==> config.mk <==
export PLATFORM = sky130hd
export DESIGN_NAME = sync_fifo
export DESIGN_NICKNAME = d
export VERILOG_FILES = /design/src/rtl/fifo_pkg.sv /design/src/rtl/sfifo_ram.sv /design/src/rtl/sync_fifo.sv
export SDC_FILE = /design/constraint.sdc
export NUM_CORES = 1
export LEC_CHECK = 0
export ABC_AREA = 1
export BUFFER_PORTS_ARGS = -buffer_cell sky130_fd_sc_hd__buf_2
export CORE_MARGIN = 5
export CORE_UTILIZATION = 45
export CTS_CLUSTER_DIAMETER = 50
export DETAILED_ROUTE_END_ITERATION = 8
export PLACE_DENSITY = 0.69
export SETUP_SLACK_MARGIN = 0.4
export SKIP_CTS_REPAIR_TIMING = 1
export SLEW_MARGIN = 10
export SYNTH_ARGS = -nofsm -noshare
export SYNTH_HDL_FRONTEND = slang
export SYNTH_SLANG_ARGS = --single-unit
==> constraint.sdc <==
create_clock -name clk -period 2.15 [get_ports clk]
set_clock_uncertainty 0.15 [all_clocks]
set_input_delay 0.43 -clock clk [delete_from_list [all_inputs] [get_ports clk]]
set_output_delay 0.43 -clock clk [all_outputs]
set_load 0.02 [all_outputs]
==> src/rtl/fifo_pkg.sv <==
// rtl/fifo_pkg.sv - shared constants, width helper and parameter legality checks for sync_fifo
package fifo_pkg;

  localparam logic RST_WFULL         = 1'b0;
  localparam logic RST_REMPTY        = 1'b1;
  localparam logic RST_RALMOST_EMPTY = 1'b1;
  localparam logic RST_OVERFLOW      = 1'b0;
  localparam logic RST_UNDERFLOW     = 1'b0;

  // Bound kept below 31 so the shifted probe never turns negative.
  function automatic int clog2(input int value);
    int result;
    result = 0;
    for (int i = 0; i < 31; i++) begin
      if ((1 << i) < value) result = i + 1;
    end
    return result;
  endfunction

  function automatic logic rst_walmost_full(input int afull_lvl);
    return (afull_lvl == 0) ? 1'b1 : 1'b0;
  endfunction

  function automatic bit depth_ok(input int depth);
    return depth >= 2;
  endfunction

  function automatic bit afull_ok(input int afull_lvl, input int depth);
    return (afull_lvl >= 1) && (afull_lvl <= depth);
  endfunction

  function automatic bit aempty_ok(input int aempty_lvl, input int depth);
    return (aempty_lvl >= 0) && (aempty_lvl <= depth - 1);
  endfunction

endpackage

==> src/rtl/sfifo_ram.sv <==
// rtl/sfifo_ram.sv - DEPTH x DATA_WIDTH storage, synchronous write, asynchronous read
module sfifo_ram
  import fifo_pkg::*;
#(
  parameter int DATA_WIDTH = 8,
  parameter int DEPTH      = 8,
  parameter int ADDR_WIDTH = clog2(DEPTH)
) (
  input  logic                  clk,
  input  logic                  we,
  input  logic [ADDR_WIDTH-1:0] waddr,
  input  logic [DATA_WIDTH-1:0] wdata,
  input  logic [ADDR_WIDTH-1:0] raddr,
  output logic [DATA_WIDTH-1:0] rdata
);

  logic [DATA_WIDTH-1:0] mem [DEPTH];

  always_ff @(posedge clk) begin
    if (we) mem[waddr] <= wdata;
  end

  assign rdata = mem[raddr];

endmodule

==> src/rtl/sync_fifo.sv <==
// rtl/sync_fifo.sv - single-clock FIFO, any depth, thresholds, count and sticky error flags
// Define SYNC_FIFO_FWFT_EN for first-word fall-through; standard one-cycle read latency otherwise.
module sync_fifo
  import fifo_pkg::*;
#(
  parameter int DATA_WIDTH = 8,
  parameter int DEPTH      = 8,
  parameter int AFULL_LVL  = DEPTH - 2,
  parameter int AEMPTY_LVL = 2,
  parameter int CNT_WIDTH  = clog2(DEPTH + 1)
) (
  input  logic                  clk,
  input  logic                  rst,
  input  logic                  winc,
  input  logic [DATA_WIDTH-1:0] wdata,
  input  logic                  rinc,
  output logic [DATA_WIDTH-1:0] rdata,
  output logic                  wfull,
  output logic                  rempty,
  output logic                  walmost_full,
  output logic                  ralmost_empty,
  output logic [CNT_WIDTH-1:0]  count,
  output logic                  overflow,
  output logic                  underflow
);

  localparam int PTR_WIDTH = clog2(DEPTH);
  localparam logic [PTR_WIDTH-1:0] LAST_PTR   = PTR_WIDTH'(DEPTH - 1);
  localparam logic [CNT_WIDTH-1:0] DEPTH_CNT  = CNT_WIDTH'(DEPTH);
  localparam logic [CNT_WIDTH-1:0] AFULL_CNT  = CNT_WIDTH'(AFULL_LVL);
  localparam logic [CNT_WIDTH-1:0] AEMPTY_CNT = CNT_WIDTH'(AEMPTY_LVL);

  if (!depth_ok(DEPTH)) begin : g_bad_depth
    $error("sync_fifo: DEPTH must be at least 2");
  end
  if (!afull_ok(AFULL_LVL, DEPTH)) begin : g_bad_afull
    $error("sync_fifo: AFULL_LVL must lie in 1..DEPTH");
  end
  if (!aempty_ok(AEMPTY_LVL, DEPTH)) begin : g_bad_aempty
    $error("sync_fifo: AEMPTY_LVL must lie in 0..DEPTH-1");
  end
  if (CNT_WIDTH != clog2(DEPTH + 1)) begin : g_bad_cnt_width
    $error("sync_fifo: CNT_WIDTH is derived from DEPTH and must not be overridden");
  end

  logic                  wr_en;
  logic                  rd_en;
  logic [PTR_WIDTH-1:0]  wr_ptr;
  logic [PTR_WIDTH-1:0]  rd_ptr;
  logic [PTR_WIDTH-1:0]  wr_ptr_inc;
  logic [PTR_WIDTH-1:0]  rd_ptr_inc;
  logic [PTR_WIDTH-1:0]  ram_raddr;
  logic [DATA_WIDTH-1:0] ram_rdata;
  logic [CNT_WIDTH-1:0]  count_nxt;

  // Flags are registered, so acceptance always sees the start-of-cycle state.
  always_comb begin
    wr_en     = winc && !wfull;
    rd_en     = rinc && !rempty;
    count_nxt = count;
    if (wr_en && !rd_en) begin
      count_nxt = count + CNT_WIDTH'(1);
    end else if (rd_en && !wr_en) begin
      count_nxt = count - CNT_WIDTH'(1);
    end
  end

  // Explicit wrap compare keeps non-power-of-two depths correct.
  assign wr_ptr_inc = (wr_ptr == LAST_PTR) ? '0 : wr_ptr + PTR_WIDTH'(1);
  assign rd_ptr_inc = (rd_ptr == LAST_PTR) ? '0 : rd_ptr + PTR_WIDTH'(1);

  always_ff @(posedge clk) begin
    if (rst) begin
      wr_ptr        <= '0;
      rd_ptr        <= '0;
      count         <= '0;
      wfull         <= RST_WFULL;
      rempty        <= RST_REMPTY;
      walmost_full  <= rst_walmost_full(AFULL_LVL);
      ralmost_empty <= RST_RALMOST_EMPTY;
      overflow      <= RST_OVERFLOW;
      underflow     <= RST_UNDERFLOW;
    end else begin
      if (wr_en) wr_ptr <= wr_ptr_inc;
      if (rd_en) rd_ptr <= rd_ptr_inc;
      count         <= count_nxt;
      wfull         <= (count_nxt == DEPTH_CNT);
      rempty        <= (count_nxt == '0);
      walmost_full  <= (count_nxt >= AFULL_CNT);
      ralmost_empty <= (count_nxt <= AEMPTY_CNT);
      if (winc && wfull)  overflow  <= 1'b1;
      if (rinc && rempty) underflow <= 1'b1;
    end
  end

  sfifo_ram #(
    .DATA_WIDTH (DATA_WIDTH),
    .DEPTH      (DEPTH),
    .ADDR_WIDTH (PTR_WIDTH)
  ) u_ram (
    .clk   (clk),
    .we    (wr_en),
    .waddr (wr_ptr),
    .wdata (wdata),
    .raddr (ram_raddr),
    .rdata (ram_rdata)
  );

`ifdef SYNC_FIFO_FWFT_EN
  logic pop_last;
  logic head_free_next;

  // The register holds the head word; on a pop it preloads the word behind it,
  // and a write landing in an empty head bypasses the RAM.
  assign ram_raddr      = rd_ptr_inc;
  assign pop_last       = rd_en && (count == CNT_WIDTH'(1));
  assign head_free_next = (count == '0) || pop_last;

  always_ff @(posedge clk) begin
    if (rst) begin
      rdata <= '0;
    end else if (wr_en && head_free_next) begin
      rdata <= wdata;
    end else if (rd_en && !pop_last) begin
      rdata <= ram_rdata;
    end
  end
`else
  assign ram_raddr = rd_ptr;

  always_ff @(posedge clk) begin
    if (rst) begin
      rdata <= '0;
    end else if (rd_en) begin
      rdata <= ram_rdata;
    end
  end
`endif

endmodule

**Word level (Yosys, flattened, before mapping)**

Memories as Yosys holds them, arrays and structs flattened. A register that Yosys moved wholly into a read port is not among the register bits.
Index checks and enable logic that the tools add are counted.

- Add/sub/neg operators: 4
- Order comparisons: 2
- Equal/unequal tests: 3
- Multiplexer cells: 6
- Reduce and logical (&&, ||, !) cells: 11

Operators by type and width:

| cell | number |
|---|---|
| $mux 4 | 2 |
| $add 3x1->3 const B | 2 |
| $eq 3x3->1 const B | 2 |
| $logic_and 1x1->1 | 6 |
| $mux 3 | 2 |
| $add 4x1->4 const B | 1 |
| $eq 4x4->1 const B | 1 |
| $ge 4x3->1 const B | 1 |
| $le 4x2->1 const B | 1 |
| $logic_not 1->1 | 4 |
| $logic_not 4->1 | 1 |
| $sub 4x1->4 const B | 1 |
| $mux 1 | 2 |

- Bits in registers: 16
- Memory bits (writable): 64
- Input bits: 12
- Output and inout port bits: 18
- Memories kept: 1

Memory list:

| memory | words | bits a word | rd ports | clocked after memory_dff | wr ports | line | source |
|---|---|---|---|---|---|---|---|
| u_ram.mem | 8 | 8 | 1 | 1 | 1 | sfifo_ram.sv:17 | `logic [DATA_WIDTH-1:0] mem [DEPTH];` |

**Logic depth before layout (Yosys ltp)**

- Depth after elaboration: 7
- Depth in mapped cells: 10

**Modules after synthesis**

A second synthesis with hierarchy kept.

- Cells, all modules: 440
- Area, all modules: 3990.1 sq um

Modules (own cells, without submodules):

| module | instances | cells an instance | area each (sq um) | sequential area each (sq um) |
|---|---|---|---|---|
| sfifo_ram | 1 | 295 | 2890.3 | 1921.8 |
| sync_fifo | 1 | 145 | 1099.8 | 480.5 |

**Least setup slack after synthesis**

No wires, ideal clock.

- Path type: flip-flop to flip-flop
- Start point: register wfull
- End point: memory u_ram.mem[1][0] (enable)
- Data arrival time: 1104 ps
- Setup slack: 526 ps
- Cell stages (with the launch flop): 6
- Period minus slack after synthesis: 1624 ps
- Cells stage by stage: dfxtp_1 inv_2 nand2_2 nor2_1 inv_1 nor2_1

- Cells in the longest elaborated chain, start to end: 4

RTL lines:

| item | line | source |
|---|---|---|
| start: declaration | sync_fifo.sv:18 | `output logic wfull,` |
| start signal: assignment | sync_fifo.sv:87 | `wfull <= (count_nxt == DEPTH_CNT);` |
| $logic_not 1->1 | sync_fifo.sv:58 | `wr_en = winc && !wfull;` |
| $logic_and 1x1->1 | sync_fifo.sv:58 |  |
| $mux 1 | sfifo_ram.sv:20 | `if (we) mem[waddr] <= wdata;` |
| $mux 1 (implied by the code) | sfifo_ram.sv:20 |  |
| end: declaration | sfifo_ram.sv:17 |  |

No other way between the ends.

==> summary.txt <==
Status
  – Status: finished clean

Route
  – Final ANT Viol Nets: 0
  – Vias: 2548
  – First drt pass iteration count: 5
  – Vias/cell: 5.26
  – Total wire length: 7880 µm
  – Drt wl/cell: 16.3 µm
  – Initial drt markers: 184
  – DRC viols: 0

Placed design
  – Dpl hpwl: 5360 µm
  – Routability Congestion: 0.808
  – Number of port buffers: 29

STA
  – Final Hold Vio Count: 0
  – RSZ-0062 raised after global routing: true
  – Final Cycle Share: 0.784
  – # setup viols final: 0
  – Worst hold margin: 201 ps
  – Slew Limit Fails: 0
  – Final TNS setup: 0 ps
  – Fin crit period: 1690 ps
  – Slew @ Worst Pin: 448 ps
  – FMAX: 593 MHz
  – Rel. slew slack: 0.701

Clock tree
  – CTS tree: done
  – Cts bufs inserted: 9
  – Clock Tree Buf Depth: 2
  – Clk sinks: 88
  – Clk pin slew, worst setup/hold paths: 90 ps
  – Clk_lat worst skew: 350 ps
  – CTS H-tree lvls: 3
  – Clock Tree Root: clkbuf_8

Worst setup path
  – Crit-path cells: clkinvlp_2 > o21ai_0 > o211ai_1 > nand2_1 > a21oi_1
  – CP Launch Type: register
  – Setup crit end kind: register
  – FF-to-FF End: rdata[0]$_SDFFE_PP0P_
  – R2R depth: 5
  – Worst Path Max Fanout: 11
  – Slowest CP cell: dfxtp_1
  – R2R Path Start: ram_raddr[0]$_SDFFE_PP0P_
  – WP data arrival: 1780 ps
  – Data required time of the critical path: 2240 ps
  – Critical Path Max Stage Delay: 480 ps
  – WS Path Type: register to register
  – R2r setup slk: 460 ps

Pwr
  – Peak supply drop: 369 µV
  – Total power per unit cell area: 905 nW/µm²
  – Static Leak: 1.66 nW

Synth
  – Library cells used by synthesis: 25
  – Area leader, netlist: edfxtp_1
  – Largest cells by area after synthesis: edfxtp_1 53%, dfxtp_1 13%, nor2_1 5.1%
  – Synthesized flop and latch total: 88
  – Share of the synthesized area in the top cell type: 0.529
  – Syn avg cell area: 10.8 µm²
  – Syn_nets: 355
  – Cell count after synthesis: 337
  – Sequential share of the synthesized area: 0.661
  – Mapped cell area: 3630 µm²
  – Number of synthesis warnings: 0

Floorplan
  – Die H: 99.9 µm
  – Rows: 32
  – # IOs: 30
  – Core Region: 7810 µm²
  – Die Area: 9980 µm²
  – Die W: 99.9 µm
  – Initial core utilization: 0.466

Hold path
  – Hold path start: rst
  – Hold path endpoint: count[0]$_SDFF_PP0_
  – Hold Crit Depth: 2
  – Hold crit path type: primary input to register

Finish
  – Share of layout cells above drive strength 1: 0.188
  – Synthesis-to-layout area growth: 14.3%
  – Diodes inserted: 0
  – Final net count: 396

Global route
  – Largest net degree at the start of global routing: 42
  – Initial antenna violation count: 0
  – Vias in the first global route: 2309
  – Total gr overflow: 0
  – Total track usage: 0.163
  – Global-route wire length before repair: 12300 µm

Flow run
  – Max cap viols: 0
[sequential cells by signal (all words and copies together), names as in the netlist]
signal	count
u_ram.mem	64
ram_raddr	3
overflow	1
underflow	1
walmost_full	1
ralmost_empty	1
wr_ptr	3
rdata	8
count	4
wfull	1
rempty	1
[cell families after synthesis]
family / after synthesis / synth area share
fa+ha+maj: 6 / 0.0207
simple gates: 119 / 0.140
buf+inv: 45 / 0.0516
compound gates: 79 / 0.127
flops: 88 / 0.661
[through the flow]
step	setup slack, ps	area, µm²	util	total power [mW]	instances
CTS	482	4140	0.530	3.76	483
global route	297	4150	0.532	3.92	484
global placement	522	3930	0.504	2.58	468
finish	464	4150	0.532	3.76	484
detailed placement	478	3930	0.504	2.59	468
floorplan	526	3630	-	2.40	337
[layer usage]
metal,part of all wire,vias to the layer above,global-route usage
li1,-,1245,-
met1,0.46,1203,0.236
met2,0.46,88,0.242
met3,0.061,12,0.0347
met4,0.021,0,0.0609
met5,0,-,0
[power breakdown]
group | switching, mW | total [mW] | internal [mW]
Clock | 0.546 | 1.19 | 0.646
Combinational | 0.402 | 0.595 | 0.193
Sequential | 0.0589 | 1.97 | 1.91
[cells in the mapped netlist]
library cell and n:
o21ai_0 35, nor2_4 2, edfxtp_1 64, a211oi_1 2, o211ai_1 24, nand4_1 1
nor3_1 1, dfxtp_1 24, and3_1 1, inv_1 27, nand3_2 1, nand2_4 1
nand2_2 4, clkinv_1 1, clkbuf_1 2, ha_1 6, nand3_1 10, nor2_2 2
o21ai_1 2, nand2_1 47, buf_6 1, inv_2 5, buf_2 9, a21oi_1 16
nor2_1 49
[cell type report]
type                       instances  area (µm²)
multi-input combinational        204        1040
tap                              102         128
sequential                        88        2400
timing repair buffer              41         243
timing repair inverter             1        5.00
clock inverter                     4        70.1
inverter                          33         128
clock buffer                      11         131
fill                             674        3650
[layout by cell type, fill, tap and decap left out, types with 2 or more instances in the layout]
cell | synthesis | layout
buf_2 | 9 | 29
nor2_1 | 49 | 49
clkbuf_1 | 2 | 2
clkbuf_8 | 0 | 9
inv_2 | 5 | 5
nand2_1 | 47 | 47
clkinv_2 | 0 | 2
inv_1 | 27 | 26
nor2_2 | 2 | 2
nand3_1 | 10 | 10
o211ai_1 | 24 | 24
ha_1 | 6 | 6
edfxtp_1 | 64 | 64
nor2_4 | 2 | 2
buf_4 | 0 | 11
a21oi_1 | 16 | 16
o21ai_1 | 2 | 3
o21ai_0 | 35 | 34
a211oi_1 | 2 | 2
dfxtp_1 | 24 | 23
bufinv_16 | 0 | 2
nand2_2 | 4 | 4
[critical path: cells and delay by family, from the launching register on]
kind,cells,cell delay [ps]
buffers and inverters,1,410
AOI/OAI and AO/OA,3,440
DFF,1,480
and+or+nand+nor,1,100
[how the worst max path moves through the flow]
| stage | startpoint | to | slack, ps | cells after the start |
|---|---|---|---|---|
| global placement | winc | u_ram.mem[2][4]$_DFFE_PP_ | 520 | 6 |
| floorplan | wfull$_SDFF_PP0_ | u_ram.mem[1][0]$_DFFE_PP_ | 530 | 5 |
| CTS | ram_raddr[0]$_SDFFE_PP0P_ | rdata[1]$_SDFFE_PP0P_ | 480 | 6 |
| detailed placement | winc | u_ram.mem[0][4]$_DFFE_PP_ | 480 | 6 |
| finish | ram_raddr[0]$_SDFFE_PP0P_ | rdata[0]$_SDFFE_PP0P_ | 460 | 5 |
| global route | ram_raddr[0]$_SDFFE_PP0P_ | rdata[0]$_SDFFE_PP0P_ | 300 | 5 |
(Power assumes the default switching activity.)
